### src/rtl/rand_delay_gen.sv
// rand_delay_gen: random-delay generator for the reaction-time tester.
// A free-running maximal-length Fibonacci LFSR is mapped into the range
// [MIN_VAL, MAX_VAL]. On entry to the WAIT state of the main state machine,
// that many prescaled ticks are counted down. A one-cycle expire pulse is
// then issued. Runtime reseeding and abort on early WAIT exit are supported.
// Optional build macro: RAND_FIXED_DELAY_EN forces the delay to MIN_VAL
// (the LFSR still runs and still reseeds).
module rand_delay_gen #(
  parameter int unsigned WIDTH     = 14,
  parameter int unsigned SEED      = 32'h1ACE,
  parameter int unsigned MIN_VAL   = 1000,
  parameter int unsigned MAX_VAL   = 5000,
  parameter int unsigned TICK_DIV  = 50000,
  parameter logic [2:0]  WAIT_CODE = 3'd1
) (
  input  logic             clk,
  input  logic             rst,
  input  logic [2:0]       state_in,
  input  logic             seed_load,
  input  logic [WIDTH-1:0] seed_val,
  output logic [WIDTH-1:0] rand_num,
  output logic             busy,
  output logic             expire
);

  localparam int unsigned RANGE = MAX_VAL - MIN_VAL + 1;
  localparam int unsigned PW    = (TICK_DIV > 1) ? $clog2(TICK_DIV) : 1;

  localparam logic [WIDTH-1:0]   SEED_W  = WIDTH'(SEED);
  localparam logic [WIDTH-1:0]   MIN_W   = WIDTH'(MIN_VAL);
  localparam logic [2*WIDTH-1:0] RANGE_X = (2*WIDTH)'(RANGE);
  localparam logic [PW-1:0]      TDM1    = PW'(TICK_DIV - 1);

  // Reject illegal configurations at elaboration.
  if (WIDTH < 8 || WIDTH > 16) begin : g_bad_width
    $error("rand_delay_gen: WIDTH must be 8..16");
  end
  if (SEED_W == '0) begin : g_bad_seed
    $error("rand_delay_gen: SEED must be non-zero within WIDTH bits");
  end
  if (MIN_VAL < 1 || MIN_VAL > MAX_VAL || MAX_VAL >= (32'd1 << WIDTH)) begin : g_bad_range
    $error("rand_delay_gen: need 1 <= MIN_VAL <= MAX_VAL < 2**WIDTH");
  end
  if (TICK_DIV < 1) begin : g_bad_div
    $error("rand_delay_gen: TICK_DIV must be >= 1");
  end

  typedef enum logic [1:0] {
    S_IDLE  = 2'd0,
    S_COUNT = 2'd1,
    S_DONE  = 2'd2
  } state_t;

  // Feedback bit for the maximal-length polynomial of the configured width.
  // The value is zero-extended so every tap index stays in range for any WIDTH.
  function automatic logic lfsr_fb(input logic [WIDTH-1:0] v);
    logic [15:0] x;
    x = 16'(v);
    case (WIDTH)
      8:       lfsr_fb = x[7]  ^ x[5]  ^ x[4]  ^ x[3];
      9:       lfsr_fb = x[8]  ^ x[4];
      10:      lfsr_fb = x[9]  ^ x[6];
      11:      lfsr_fb = x[10] ^ x[8];
      12:      lfsr_fb = x[11] ^ x[10] ^ x[9]  ^ x[3];
      13:      lfsr_fb = x[12] ^ x[11] ^ x[10] ^ x[7];
      14:      lfsr_fb = x[13] ^ x[12] ^ x[11] ^ x[1];
      15:      lfsr_fb = x[14] ^ x[13];
      default: lfsr_fb = x[15] ^ x[14] ^ x[12] ^ x[3];
    endcase
  endfunction

  logic [WIDTH-1:0]   r_lfsr;
  logic [2:0]         r_prev_state;
  state_t             r_state;
  state_t             w_state_nxt;
  logic [WIDTH-1:0]   r_rand;
  logic               r_busy;
  logic               r_expire;
  logic [PW-1:0]      r_presc;
  logic [WIDTH-1:0]   r_ticks;

  logic [WIDTH-1:0]   w_rand_nxt;
  logic               w_busy_nxt;
  logic               w_expire_nxt;
  logic [PW-1:0]      w_presc_nxt;
  logic [WIDTH-1:0]   w_ticks_nxt;

  logic [2*WIDTH-1:0] w_product;
  logic [WIDTH-1:0]   w_mapped;
  logic               w_in_wait;
  logic               w_entry;
  logic               w_tick_end;
  logic               w_last;

  // Range mapping: the full 2*WIDTH product keeps every LFSR value inside the range.
  assign w_product = {{WIDTH{1'b0}}, r_lfsr} * RANGE_X;
`ifdef RAND_FIXED_DELAY_EN
  assign w_mapped  = MIN_W;
`else
  assign w_mapped  = MIN_W + w_product[2*WIDTH-1:WIDTH];
`endif

  assign w_in_wait  = (state_in == WAIT_CODE);
  assign w_entry    = w_in_wait && (r_prev_state != WAIT_CODE);
  assign w_tick_end = (r_presc == '0);
  assign w_last     = w_tick_end && (r_ticks == WIDTH'(1));

  // LFSR: a reseed wins over the shift; a zero seed falls back to SEED so the register never holds zero.
  always_ff @(posedge clk or posedge rst) begin
    if (rst) begin
      r_lfsr <= SEED_W;
    end else if (seed_load) begin
      r_lfsr <= (seed_val == '0) ? SEED_W : seed_val;
    end else begin
      r_lfsr <= {r_lfsr[WIDTH-2:0], lfsr_fb(r_lfsr)};
    end
  end

  // Previous main-FSM state, used to detect the WAIT entry edge.
  always_ff @(posedge clk or posedge rst) begin
    if (rst) begin
      r_prev_state <= 3'd0;
    end else begin
      r_prev_state <= state_in;
    end
  end

  // FSM state register.
  always_ff @(posedge clk or posedge rst) begin
    if (rst) begin
      r_state <= S_IDLE;
    end else begin
      r_state <= w_state_nxt;
    end
  end

  // Next-state logic: leaving WAIT always returns to IDLE, which aborts any countdown.
  always_comb begin
    w_state_nxt = r_state;
    case (r_state)
      S_IDLE: begin
        if (w_entry) w_state_nxt = S_COUNT;
      end
      S_COUNT: begin
        if (!w_in_wait)  w_state_nxt = S_IDLE;
        else if (w_last) w_state_nxt = S_DONE;
      end
      S_DONE: begin
        if (!w_in_wait) w_state_nxt = S_IDLE;
      end
      default: w_state_nxt = S_IDLE;
    endcase
  end

  // Output/datapath next values: latch the sample on entry, then run the prescaled countdown.
  always_comb begin
    w_rand_nxt   = r_rand;
    w_busy_nxt   = r_busy;
    w_expire_nxt = 1'b0;
    w_presc_nxt  = r_presc;
    w_ticks_nxt  = r_ticks;
    case (r_state)
      S_IDLE: begin
        if (w_entry) begin
          w_rand_nxt  = w_mapped;
          w_ticks_nxt = w_mapped;
          w_presc_nxt = TDM1;
          w_busy_nxt  = 1'b1;
        end
      end
      S_COUNT: begin
        if (!w_in_wait) begin
          w_busy_nxt = 1'b0;
        end else begin
          if (w_tick_end) begin
            w_presc_nxt = TDM1;
            w_ticks_nxt = r_ticks - WIDTH'(1);
          end else begin
            w_presc_nxt = r_presc - PW'(1);
          end
          if (w_last) begin
            w_expire_nxt = 1'b1;
            w_busy_nxt   = 1'b0;
          end
        end
      end
      default: begin
        w_busy_nxt = 1'b0;
      end
    endcase
  end

  // Datapath and output registers.
  always_ff @(posedge clk or posedge rst) begin
    if (rst) begin
      r_rand   <= '0;
      r_busy   <= 1'b0;
      r_expire <= 1'b0;
      r_presc  <= '0;
      r_ticks  <= '0;
    end else begin
      r_rand   <= w_rand_nxt;
      r_busy   <= w_busy_nxt;
      r_expire <= w_expire_nxt;
      r_presc  <= w_presc_nxt;
      r_ticks  <= w_ticks_nxt;
    end
  end

  assign rand_num = r_rand;
  assign busy     = r_busy;
  assign expire   = r_expire;

endmodule

### config.mk
export PLATFORM = sky130hd
export DESIGN_NAME = rand_delay_gen
export DESIGN_NICKNAME = d
export VERILOG_FILES = /design/src/rtl/rand_delay_gen.sv
export SDC_FILE = /design/constraint.sdc
export NUM_CORES = 1
export LEC_CHECK = 0
export ABC_AREA = 1
export BUFFER_PORTS_ARGS = -buffer_cell sky130_fd_sc_hd__buf_2
export CAP_MARGIN = 20
export CORE_MARGIN = 2
export CORE_UTILIZATION = 52
export CTS_CLUSTER_DIAMETER = 60
export DETAILED_ROUTE_END_ITERATION = 8
export PLACE_DENSITY = 0.81
export SETUP_SLACK_MARGIN = 0.4
export SLEW_MARGIN = 15
export SYNTH_ARGS = -nofsm -noshare
export SYNTH_HDL_FRONTEND = slang
export SYNTH_SLANG_ARGS = --single-unit
### constraint.sdc
create_clock -name clk -period 13 [get_ports clk]
set_input_delay 1.95 -clock clk [delete_from_list [all_inputs] [get_ports clk]]
set_output_delay 1.95 -clock clk [all_outputs]
set_load 0.01 [all_outputs]
==> results.json <==
{
  "status": "completed",
  "crit_fanout": 4,
  "crit_start": "r_lfsr[3]$_DFF_PP1_",
  "drt-total-wl_um": 13700,
  "ys_seq_area_share_pct": 24.6,
  "final_cells": 1013,
  "dp_hpwl_um": 10600,
  "synth_cell_types": 52,
  "finalCriticalPeriod_ns": 5.64,
  "arrival_ns": 5.87,
  "fin_skew_ns": 0.00700,
  "grt_max_degree": 65,
  "die_h_um": 116,
  "htree_levels": 3,
  "fp.coreArea_sq_um": 12500,
  "maxSlewViolCount": 0,
  "crit_required_ns": 13.23,
  "vias": 5259,
  "synth_edf_count": 0,
  "antennaDiodeCount": 0,
  "worstSkewPairLatency_ns": 0.34,
  "synthArstFlopShare_pct": 100,
  "post_cts_buffers": 0,
  "synth_top_cell_area_share_pct": 21.4,
  "num_rows": 41,
  "dp.cells": 997,
  "start_util_pct": 52.6,
  "grt_pass1_wl_um": 24200,
  "cts_root_buf": "clkbuf_16",
  "hold_violations": 0,
  "syn_area_per_cell_sq_um": 8.18,
  "worstHoldPathType": "reg -> reg",
  "layout.filler_cells": 1040,
  "die_w_um": 116,
  "place_congestion": 0.895,
  "yosysWarningCount": 0,
  "synth_area_sq_um": 6560,
  "clock-sinks": 64,
  "synth_largest_area_cell": "dfrtp_1",
  "final_nets": 989,
  "period_share_pct": 43.4,
  "synth.most_common_cell": "inv_1",
  "numCtsBuffers": 9,
  "dr.pass1.iters": 5,
  "maxCapViolations": 0,
  "ys_ff_latch": 64,
  "dieArea_sq_um": 13500,
  "cp-end-kind": "flip-flop",
  "cts_buffer_depth": 2,
  "syn_nets": 954,
  "r2r-start": "r_lfsr[3]$_DFF_PP1_",
  "ios": 36,
  "grt_usage_pct": 22.6,
  "yosys-top-cells-area": "dfrtp_1, ha_1, fa_1",
  "yosys-top-cells-count": "inv_1, nand2_1, ha_1",
  "ys.flop_type": "dfrtp_1",
  "antenna_found_initial": 0,
  "path_class": "reg -> reg",
  "rsz0062_at_grt": "no",
  "ctsHoldBuffers": 0,
  "tightest_slew_ns": 0.832,
  "via_per_inst": 5.19,
  "start_kind": "flip-flop",
  "area_growth_syn_to_layout_pct": 10.2,
  "setup_viol": 0,
  "ant_nets": 0,
  "tritoncts": "done",
  "cts_repair_resize_count": 0,
  "clkTransAtPathRegs_ns": 0.06,
  "portBuffers": 34,
  "drc_errors": 0,
  "drive_gt1_share_pct": 14.3,
  "slew_headroom_pct": 44.5,
  "fmax_mhz": 177,
  "globalRoute.totalOverflow": 0,
  "first_iter_violations": 345,
  "worstHoldStart": "rand_num[6]$_DFFE_PP0P_",
  "netlist_instances": 801,
  "grt_pass1_vias": 5441,
  "setup-tns-final_ns": 0,
  "wl_per_cell_um": 13.5
}
-- layout by cell type, fill, tap and decap left out, drive strengths merged, types with 9 or more instances in the layout --
| master | Yosys | layout |
|---|---|---|
| inv | 165 | 166 |
| nand2 | 155 | 155 |
| ha | 82 | 82 |
| nor2 | 72 | 72 |
| dfrtp | 56 | 56 |
| fa | 51 | 51 |
| nand3 | 43 | 43 |
| o21ai | 43 | 43 |
| buf | 7 | 36 |
| a21oi | 32 | 32 |
| nor3 | 14 | 14 |
| xor2 | 12 | 12 |
| clkbuf | 5 | 9 |
-- per-stage QoR --
stage          setup slack (ns)  utilization [%]  hold WS (ns)  area, sq um
5_1_grt                    6.87             57.9         0.510         7220
3_5_place_dp               7.36             55.3         0.459         6890
3_3_place_gp               7.47             55.3         0.452         6890
4_1_cts                    7.34             57.9         0.473         7220
6_report                   7.36             57.9         0.473         7220
2_1_floorplan              7.71                -         0.451         6560
-- cell type report --
type | count | area, sq um | area share (%)
inverter | 165 | 619 | 8.58
clock inverter | 7 | 104 | 1.44
timing repair buffer | 36 | 185 | 2.56
sequential | 64 | 1610 | 22.3
tap | 172 | 215 | 2.98
multi-input combinational | 560 | 4260 | 59.0
clock buffer | 9 | 225 | 3.12
-- registers in the layout, indices dropped and copies added (netlist names) --
| register | cells |
|---|---|
| busy | 1 |
| expire | 1 |
| r_lfsr | 14 |
| r_presc | 16 |
| r_prev_state | 3 |
| r_state | 2 |
| r_ticks | 14 |
| rand_num | 13 |
-- metal layers --
layer / vias up / routed length, um / track usage, %
li1: 2609 / - / -
met4: 0 / 345 / 7.38
met2: 113 / 6550 / 38.1
met1: 2506 / 6250 / 29.6
met3: 31 / 553 / 3.94
met5: - / 0 / 0
-- logic make-up after synthesis --
| group | after synthesis | share of synthesized area (%) |
|---|---|---|
| flops | 64 | 24.6 |
| compound gates | 102 | 9.16 |
| buf+inv | 177 | 10.4 |
| simple gates | 306 | 22.0 |
| xor+xnor | 18 | 2.52 |
| other cells | 1 | 0.0572 |
| fa+ha+maj | 133 | 31.2 |
-- worst paths after layout --
kind,endpoint,slack [ns],depth (start not counted)
min reg2reg,rand_num[6]$_DFFE_PP0P_,0.47,2
max reg2reg,r_ticks[11]$_DFFE_PP0P_,7.36,24
max in group asynchronous,r_lfsr[8]$_DFF_PP0_,10.61,3
min in group asynchronous,rand_num[12]$_DFFE_PP0P_,1.85,3
min,rand_num[6]$_DFFE_PP0P_,0.47,2
max,r_ticks[11]$_DFFE_PP0P_,7.36,24
-- worst max-delay path: stages (launching register included) --
cell and delay [ns]:
dfstp_2 0.56, inv_1 0.12, fa_1 0.52, fa_1 0.52, fa_1 0.57, inv_1 0.06
fa_1 0.53, inv_1 0.06, fa_1 0.53, inv_1 0.04, ha_1 0.35, nand2_2 0.13
nor2_1 0.06, and2_4 0.14, nand2_1 0.07, nand3_2 0.08, xnor2_1 0.31, inv_1 0.11
ha_1 0.26, inv_1 0.10, nand3_2 0.12, nand3_1 0.11, nand3_1 0.08, nand2_1 0.08
nand2_1 0.05
Power is left out: the tool's default activity adds up to more than one toggle a clock period on the data nets, which glitch-free logic cannot reach.
